$ cat config.mk
export PLATFORM = sky130hd
export DESIGN_NAME = inst_queue_flat
export DESIGN_NICKNAME = d
export VERILOG_FILES = /design/src/rtl/inst_queue_if.sv /design/src/rtl/inst_queue.sv /design/src/flat_wrapper.sv
export SDC_FILE = /design/constraint.sdc
export NUM_CORES = 2
export LEC_CHECK = 0
export BUFFER_PORTS_ARGS = -buffer_cell sky130_fd_sc_hd__buf_2
export CAP_MARGIN = 20
export CORE_ASPECT_RATIO = 1.1
export CORE_MARGIN = 10
export CORE_UTILIZATION = 60
export CTS_CLUSTER_DIAMETER = 200
export DETAILED_ROUTE_END_ITERATION = 10
export PLACE_DENSITY = 0.76
export SETUP_SLACK_MARGIN = 0.5
export SLEW_MARGIN = 20
export SYNTH_ARGS = -nofsm -noshare
export SYNTH_HDL_FRONTEND = slang
export SYNTH_SLANG_ARGS = --single-unit
$ cat constraint.sdc
create_clock -name clk -period 22.6 [get_ports clk]
set_clock_uncertainty 0.15 [all_clocks]
set_input_delay 4.52 -clock clk [delete_from_list [all_inputs] [get_ports clk]]
set_output_delay 4.52 -clock clk [all_outputs]
set_load 0.005 [all_outputs]
$ cat src/rtl/inst_queue_if.sv
// Fetch/decode-side bundle for the instruction queue.
// The master modport belongs to the fetch/decode pair; the slave modport belongs to the queue.
interface inst_queue_if #(
  parameter int DEPTH  = 16,
  parameter int PC_W   = 64,
  parameter int INST_W = 32
);
  localparam int CW = $clog2(DEPTH) + 1;

  logic                flush;
  logic [1:0]          in_valid;
  logic [2*INST_W-1:0] in_inst;
  logic [PC_W-1:0]     in_pc;
  logic                in_ready;
  logic [1:0]          issue_en;
  logic [1:0]          out_valid;
  logic [2*INST_W-1:0] out_inst;
  logic [2*PC_W-1:0]   out_pc;
  logic [CW-1:0]       count;

  modport master (
    output flush, in_valid, in_inst, in_pc, issue_en,
    input  in_ready, out_valid, out_inst, out_pc, count
  );

  modport slave (
    input  flush, in_valid, in_inst, in_pc, issue_en,
    output in_ready, out_valid, out_inst, out_pc, count
  );
endinterface

$ cat src/rtl/inst_queue.sv
// Dual-ported instruction queue: the fetch side pushes up to two instructions per cycle,
// and the decode side sees the two oldest entries and retires up to two per cycle.
module inst_queue #(
  parameter int DEPTH  = 16,
  parameter int PC_W   = 64,
  parameter int INST_W = 32
) (
  input  logic         clk,
  input  logic         rst,
  inst_queue_if.slave  q_if
);
  localparam int AW = $clog2(DEPTH);
  localparam int CW = AW + 1;

  logic [INST_W-1:0] r_mem_inst [DEPTH];
  logic [PC_W-1:0]   r_mem_pc   [DEPTH];
  logic [AW-1:0]     r_rd_ptr;
  logic [AW-1:0]     r_wr_ptr;
  logic [CW-1:0]     r_count;

  logic              w_in_ready;
  logic [1:0]        w_push_n;
  logic [1:0]        w_pop_req;
  logic [1:0]        w_pop_n;
  logic              w_wr_a;
  logic              w_wr_b;
  logic [INST_W-1:0] w_inst_a;
  logic [INST_W-1:0] w_inst_b;
  logic [PC_W-1:0]   w_pc_a;
  logic [PC_W-1:0]   w_pc_b;
  logic [AW-1:0]     w_rd_ptr1;
  logic [AW-1:0]     w_wr_ptr1;
  logic [CW:0]       w_count_sum;
  logic [CW:0]       w_count_next;

  assign w_in_ready = (r_count <= CW'(DEPTH - 2));
  assign w_rd_ptr1  = r_rd_ptr + AW'(1);
  assign w_wr_ptr1  = r_wr_ptr + AW'(1);

  assign w_push_n = (w_in_ready && !q_if.flush)
                  ? ({1'b0, q_if.in_valid[0]} + {1'b0, q_if.in_valid[1]}) : 2'd0;

  always_comb begin
    w_pop_req = 2'd0;
    case (q_if.issue_en)
      2'b01:   w_pop_req = 2'd1;
      2'b11:   w_pop_req = 2'd2;
      default: w_pop_req = 2'd0;
    endcase
    // Never pop more than is held, so decode may over-request safely
    w_pop_n = (CW'(w_pop_req) > r_count) ? r_count[1:0] : w_pop_req;
    if (q_if.flush) w_pop_n = 2'd0;
  end

  always_comb begin
    w_wr_a   = (w_push_n != 2'd0);
    w_wr_b   = (w_push_n == 2'd2);
    w_inst_b = q_if.in_inst[2*INST_W-1:INST_W];
    w_pc_b   = q_if.in_pc + PC_W'(4);
    w_inst_a = q_if.in_inst[INST_W-1:0];
    w_pc_a   = q_if.in_pc;
    // A lone slot1 instruction is packed into the first free entry
    if (q_if.in_valid == 2'b10) begin
      w_inst_a = w_inst_b;
      w_pc_a   = w_pc_b;
    end
  end

  assign w_count_sum  = {1'b0, r_count} + (CW+1)'(w_push_n);
  assign w_count_next = w_count_sum - (CW+1)'(w_pop_n);

  always_ff @(posedge clk or negedge rst) begin
    if (!rst) begin
      r_rd_ptr <= '0;
      r_wr_ptr <= '0;
      r_count  <= '0;
    end else if (q_if.flush) begin
      r_rd_ptr <= '0;
      r_wr_ptr <= '0;
      r_count  <= '0;
    end else begin
      r_rd_ptr <= r_rd_ptr + AW'(w_pop_n);
      r_wr_ptr <= r_wr_ptr + AW'(w_push_n);
      r_count  <= w_count_next[CW-1:0];
    end
  end

  always_ff @(posedge clk) begin
    if (w_wr_a) begin
      r_mem_inst[r_wr_ptr] <= w_inst_a;
      r_mem_pc[r_wr_ptr]   <= w_pc_a;
    end
    if (w_wr_b) begin
      r_mem_inst[w_wr_ptr1] <= w_inst_b;
      r_mem_pc[w_wr_ptr1]   <= w_pc_b;
    end
  end

  assign q_if.in_ready  = w_in_ready;
  assign q_if.count     = r_count;
  assign q_if.out_valid = {(r_count >= CW'(2)), (r_count >= CW'(1))};
  assign q_if.out_inst  = {r_mem_inst[w_rd_ptr1], r_mem_inst[r_rd_ptr]};
  assign q_if.out_pc    = {r_mem_pc[w_rd_ptr1], r_mem_pc[r_rd_ptr]};

  always @(posedge clk) begin
    if (rst && !q_if.flush) begin
      assert (q_if.issue_en != 2'b10)
        else $error("inst_queue: illegal issue_en=10");
      assert (w_count_sum >= (CW+1)'(w_pop_n))
        else $error("inst_queue: count underflow");
      assert (w_count_next <= (CW+1)'(DEPTH))
        else $error("inst_queue: count overflow");
    end
  end
endmodule

$ cat src/flat_wrapper.sv
// flat-port wrapper written by rule: the top's interface ports become plain ports
module inst_queue_flat 
#(
  parameter int DEPTH  = 16,
  parameter int PC_W   = 64,
  parameter int INST_W = 32
)
  (clk, rst, q_if_flush, q_if_in_valid, q_if_in_inst, q_if_in_pc, q_if_issue_en, q_if_in_ready, q_if_out_valid, q_if_out_inst, q_if_out_pc, q_if_count);
  inst_queue_if #(.DEPTH(DEPTH), .PC_W(PC_W), .INST_W(INST_W)) q_if_i ();
  input  logic clk;
  input  logic rst;
  input wire logic [$bits(q_if_i.flush)-1:0] q_if_flush;
  input wire logic [$bits(q_if_i.in_valid)-1:0] q_if_in_valid;
  input wire logic [$bits(q_if_i.in_inst)-1:0] q_if_in_inst;
  input wire logic [$bits(q_if_i.in_pc)-1:0] q_if_in_pc;
  input wire logic [$bits(q_if_i.issue_en)-1:0] q_if_issue_en;
  output wire logic [$bits(q_if_i.in_ready)-1:0] q_if_in_ready;
  output wire logic [$bits(q_if_i.out_valid)-1:0] q_if_out_valid;
  output wire logic [$bits(q_if_i.out_inst)-1:0] q_if_out_inst;
  output wire logic [$bits(q_if_i.out_pc)-1:0] q_if_out_pc;
  output wire logic [$bits(q_if_i.count)-1:0] q_if_count;
  assign q_if_i.flush = q_if_flush;
  assign q_if_i.in_valid = q_if_in_valid;
  assign q_if_i.in_inst = q_if_in_inst;
  assign q_if_i.in_pc = q_if_in_pc;
  assign q_if_i.issue_en = q_if_issue_en;
  assign q_if_in_ready = q_if_i.in_ready;
  assign q_if_out_valid = q_if_i.out_valid;
  assign q_if_out_inst = q_if_i.out_inst;
  assign q_if_out_pc = q_if_i.out_pc;
  assign q_if_count = q_if_i.count;
  inst_queue #(.DEPTH(DEPTH), .PC_W(PC_W), .INST_W(INST_W)) u_core (.clk(clk), .rst(rst), .q_if(q_if_i));
endmodule
Word-level counts from Yosys, hierarchy flattened
Memories as Yosys holds them, arrays and structs flattened.
Index checks and enable logic that the tools add are counted.
W data, S select, Z words.
{ "totals": {"reg_bits": 13, "ramBits": 1536, "in_bits": 135, "output_inout_bits": 200, "wordCells": 37, "memories": 2} }
{ "op_classes": {"addsub": 8, "n_lt_le_gt_ge": 4, "eq_ne": 4, "muxes": 13, "reduce_logical": 3} }
{ "mem_list": {"columns": ["memory", "words", "width", "read_ports", "rd_ports_with_merged_regs", "write_ports", "line", "text"], "rows": [
  ["u_core.r_mem_pc", 16, 64, 2, 0, 2, "inst_queue.sv:16", "logic [PC_W-1:0] r_mem_pc [DEPTH];"],
  ["u_core.r_mem_inst", 16, 32, 2, 0, 2, "inst_queue.sv:15", "logic [INST_W-1:0] r_mem_inst [DEPTH];"]
]} }
{ "ops": {"columns": ["op", "count"], "rows": [
  ["$add A64 B3 Y64 const B", 1],
  ["$mux W64", 1],
  ["$mux W32", 1],
  ["$add A4 B1 Y4 const B", 2],
  ["$add A4 B2 Y4", 2],
  ["$mux W4", 2],
  ["$eq A2 B2 Y1 const B", 3],
  ["$mux W2", 3],
  ["$add A5 B2 Y5", 1],
  ["$ge A5 B1 Y1 const B", 1],
  ["$ge A5 B2 Y1 const B", 1],
  ["$gt A2 B5 Y1", 1],
  ["$le A5 B4 Y1 const B", 1],
  ["$mux W5", 1],
  ["$sub A5 B2 Y5", 1],
  ["$mux W1", 4],
  ["$pmux W2 S2", 1],
  ["$add A1 B1 Y2", 1],
  ["$eq A2 B1 Y1 const B", 1],
  ["$reduce_bool A2 Y1", 1],
  ["$logic_and A1 B1 Y1", 1],
  ["$logic_not A1 Y1", 1]
]} }

Depth between registers and ports, before layout
{ "depth": {"word_depth": 7, "ltp_mapped": 16, "ltp_nobuf": 16} }

Worst setup path after synthesis
OpenSTA, ideal clock, no wires.
{ "synth_timing": {"kind": "input to register", "startpoint": "input port q_if_in_valid[0]", "endpoint": "memory u_core.r_mem_inst[15][0], enable pin", "setup_ns": 0.821, "arrival_ns": 15.114, "setup_slack_ns": 6.515, "cell_stages": 6, "cell_sequence": "inv_1 > ha_1 > and2_1 > buf_1 > a21oi_1 > nor4b_1"} }
{ "synth_lines": {"columns": ["element", "line", "text"], "rows": [
  ["start, declared", "flat_wrapper.sv:13", "input wire logic [$bits(q_if_i.in_valid)-1:0] q_if_in_valid;"],
  ["end, declared", "inst_queue.sv:15", null]
]} }

Worst setup path in the final report
{ "layout_timing": {"startpoint": "register u_core.r_rd_ptr[0]", "endpoint": "output port q_if_out_pc[116]"} }
{ "layout_via": {"elab_chain_len": 2} }
{ "layout_rtl": {"columns": ["element", "line", "text"], "rows": [
  ["start, declared", "inst_queue.sv:17", "logic [AW-1:0] r_rd_ptr;"],
  ["start signal, assigned", "inst_queue.sv:82", "r_rd_ptr <= r_rd_ptr + AW'(w_pop_n);"],
  ["$add A4 B1 Y4", "inst_queue.sv:37", "assign w_rd_ptr1 = r_rd_ptr + AW'(1);"],
  ["$mem_v2 Z16 W64", null, null],
  ["end, declared", "flat_wrapper.sv:20", "output wire logic [$bits(q_if_i.out_pc)-1:0] q_if_out_pc;"]
]} }
Every way passes these cells.

==> metrics.md <==
| Metric | Value |
|---|---|
| Worst slew margin | 0.213 |
| Worst Path Arrival | 6.74 ns |
| Core area | 150000 um^2 |
| CP Launch Type | flip-flop |
| Synth cell count leaders | edfxtp_1, nor2_1, mux4_2, a21oi_1, xor2_1 |
| PnR Total Power | 8.28 mW |
| Drt pass-1 iters | 6 |
| Top FF cell, synth | edfxtp_1 |
| HPWL Detailed | 163000 um |
| Cts hold-fix bufs | 0 |
| Initial antenna violation count | 40 |
| Slew of the pin with the lowest slew margin | 1.18 ns |
| Peak Freq | 87.6 MHz |
| CTS resizes | 0 |
| P_leak | 32.3 nW |
| # clock sinks | 1549 |
| Port bufs | 334 |
| Flops & latches, synth | 1549 |
| Clk Latency, worst-skew pair | 0.83 ns |
| Worst setup path class | flip-flop to output port |
| Largest net degree at the start of global routing | 150 |
| Most frequent cell after synthesis | edfxtp_1 |
| Dpl ws | 12.08 ns |
| CP Depth | 7 |
| Synthesized area per cell | 13.5 um^2 |
| First DRT Iteration DRCs | 10100 |
| Hold WS | 0.626 ns |
| CTS tree | done |
| Vias per cell | 7.25 |
| Status | complete, no violations |
| Synth area leaders | edfxtp_1, mux4_2, xor2_1, nor2_1, a21oi_1 |
| Max clock buf depth | 3 |
| Fin util | 0.661 |
| Post-DRT Antenna Nets | 0 |
| CP dominant cell by count | buf_4 |
| Pwr/cell area | 83.6 nW/um^2 |
| Max_cap viols | 0 |
| Die area | 167000 um^2 |
| Hold path depth | 2 |
| Setup repair bufs after CTS | 0 |
| Family with the most delay on the worst path | buffers and inverters |
| Synthesized area | 90500 um^2 |
| IO Pins | 335 |
| Die Height | 427 um |
| Clk root buf | clkbuf_16 |
| Final setup viols | 0 |
| Slowest stage delay, CP | 1.01 ns |
| Worst Path Max Fanout | 61 |
| RSZ-0062 raised after global routing | no |
| Ys async rst share | 0.00839 |
| Post-route DRC violation count | 0 |
| Global-route wire length before repair | 422000 um |
| Peak VDD IR | 0.0806 mV |
| Share of the synthesized area in the top cell type | 0.510 |
| Grt ovf | 0 |
| Cell taking the most area after synthesis | edfxtp_1 |
| Final wirelength | 291000 um |
| Post-layout min period | 11.41 ns |
| Row cnt | 149 |
| TritonCTS Buffers | 162 |
| Worst path bufs/invs | 4 |
| Vias in the first global route | 62100 |
| Setup crit end kind | output port |
| Reg2reg path depth | 9 |
| Worst path required time | 17.93 ns |
| Synthesized instance count | 6696 |
| Synth warnings | 0 |
| Final worst setup slack | 11.19 ns |
| GRT Util Overall | 0.346 |
| Worst min-delay path class | flip-flop to flip-flop |
| EDFF count, synth | 1536 |
| Via count | 63300 |
| Crit-path cells | ha_4 > buf_4 > buf_4 > buf_4 > mux4_2 > mux4_2 > buf_2 |
| Initial core utilization | 0.604 |
| Slowest-stage cell, CP | buf_4 |
| Final Cycle Share | 0.505 |
| H-tree levels | 4 |
| Register area share after synthesis | 0.513 |
| Syn Nets | 6855 |
| Fin. Hold Viols | 0 |
| Die W | 390 um |
| Fin Setup TNS | 0 ns |
| Distinct cells, synth | 59 |
| Layout Nets | 6771 |
| Clk slew on worst S/H paths | 0.06 ns |
| Per-cell routed wire length | 33.4 um |
| Layout cell share with drive strength beyond 1 | 0.272 |
| Fin. max-slew vios | 0 |
| Area grow syn2layout | 9.44% |
| GP Congestion | 0.867 |
where the power goes:
| group | total [mW] | internal, mW | switching, mW |
|---|---|---|---|
| Sequential | 3.29 | 3.24 | 0.0544 |
| Clock | 2.69 | 1.49 | 1.20 |
| Combinational | 2.30 | 1.14 | 1.16 |
kinds of logic (layout without fill, tap and decap cells):
family                   count (synthesis)  in the layout  share of synthesized area
other                                    0             20                          0
AO/OA/AOI/OAI                          805            805                     0.0472
multiplexers                           995            995                      0.243
adder cells (fa/ha/maj)                 24             24                    0.00365
flip-flops                            1549           1549                      0.513
AND/OR/NAND/NOR                       1738           1738                     0.0811
XOR/XNOR                               816            816                     0.0790
buffers and inverters                  769            818                     0.0331
cell type report:
class                   instances  area, um^2
flip-flops and latches       1549       46500
fillers                     10400       50800
multi-input cells            4378       41800
inverters                      22        82.6
diodes                         20        50.0
clock inverters               102        1010
clock buffers                 195        4210
well taps                    1963        2460
repair buffers                499        3010
routing by layer:
metal,up-vias,global-route usage,wire [um]
li1,25200,-,-
met1,31400,0.436,93500
met2,5529,0.550,138000
met3,1117,0.0905,41400
met4,40,0.189,18300
met5,-,0,340
flip-flops by register name, summed over array words and instances, names as in the netlist:
register           cells
u_core.r_wr_ptr        4
u_core.r_mem_inst    512
u_core.q_if.count      5
u_core.r_mem_pc     1024
u_core.r_rd_ptr        4
per-stage QoR:
stage	area [um^2]	std cells
2_1_floorplan	90500	6696
3_3_place_gp	93600	8406
3_5_place_dp	93700	8410
4_1_cts	98900	8707
5_1_grt	99000	8721
6_report	99000	8728
worst min-delay path, stage by stage, from the launching register on:
cell	delay, ns
dfrtp_1	0.54
xnor2_1	0.16
nor2_1	0.04
path summary, 6_finish.rpt:
path / start / endpoint / slack (ns)
setup / recovery: u_core.r_rd_ptr[0] / q_if_out_pc[116] / 11.19
hold / removal: u_core.r_wr_ptr[3] / u_core.r_wr_ptr[3] / 0.63
setup reg to reg: u_core.q_if.count[4] / u_core.r_mem_pc[4][49] / 16.51
hold reg to reg: u_core.r_wr_ptr[3] / u_core.r_wr_ptr[3] / 0.63
max in group asynchronous: rst / u_core.r_rd_ptr[2] / 18.52
min in group asynchronous: rst / u_core.q_if.count[4] / 3.45
cells in the final DEF (no fill, tap or decap), drive strengths merged, types with 27 or more instances in the layout:
| cell | synthesis | routed |
|---|---|---|
| nand2 | 193 | 193 |
| nand3 | 27 | 27 |
| nand4 | 51 | 51 |
| clkinv | 0 | 74 |
| nor3 | 142 | 142 |
| xnor2 | 211 | 211 |
| clkbuf | 516 | 195 |
| mux2i | 35 | 35 |
| o21ai | 57 | 57 |
| mux4 | 960 | 960 |
| inv | 22 | 31 |
| edfxtp | 1536 | 1536 |
| buf | 231 | 499 |
| nor2 | 1243 | 1243 |
| xor2 | 605 | 605 |
| a21oi | 718 | 718 |
No activity file was read; power rests on OpenSTA's default activity.
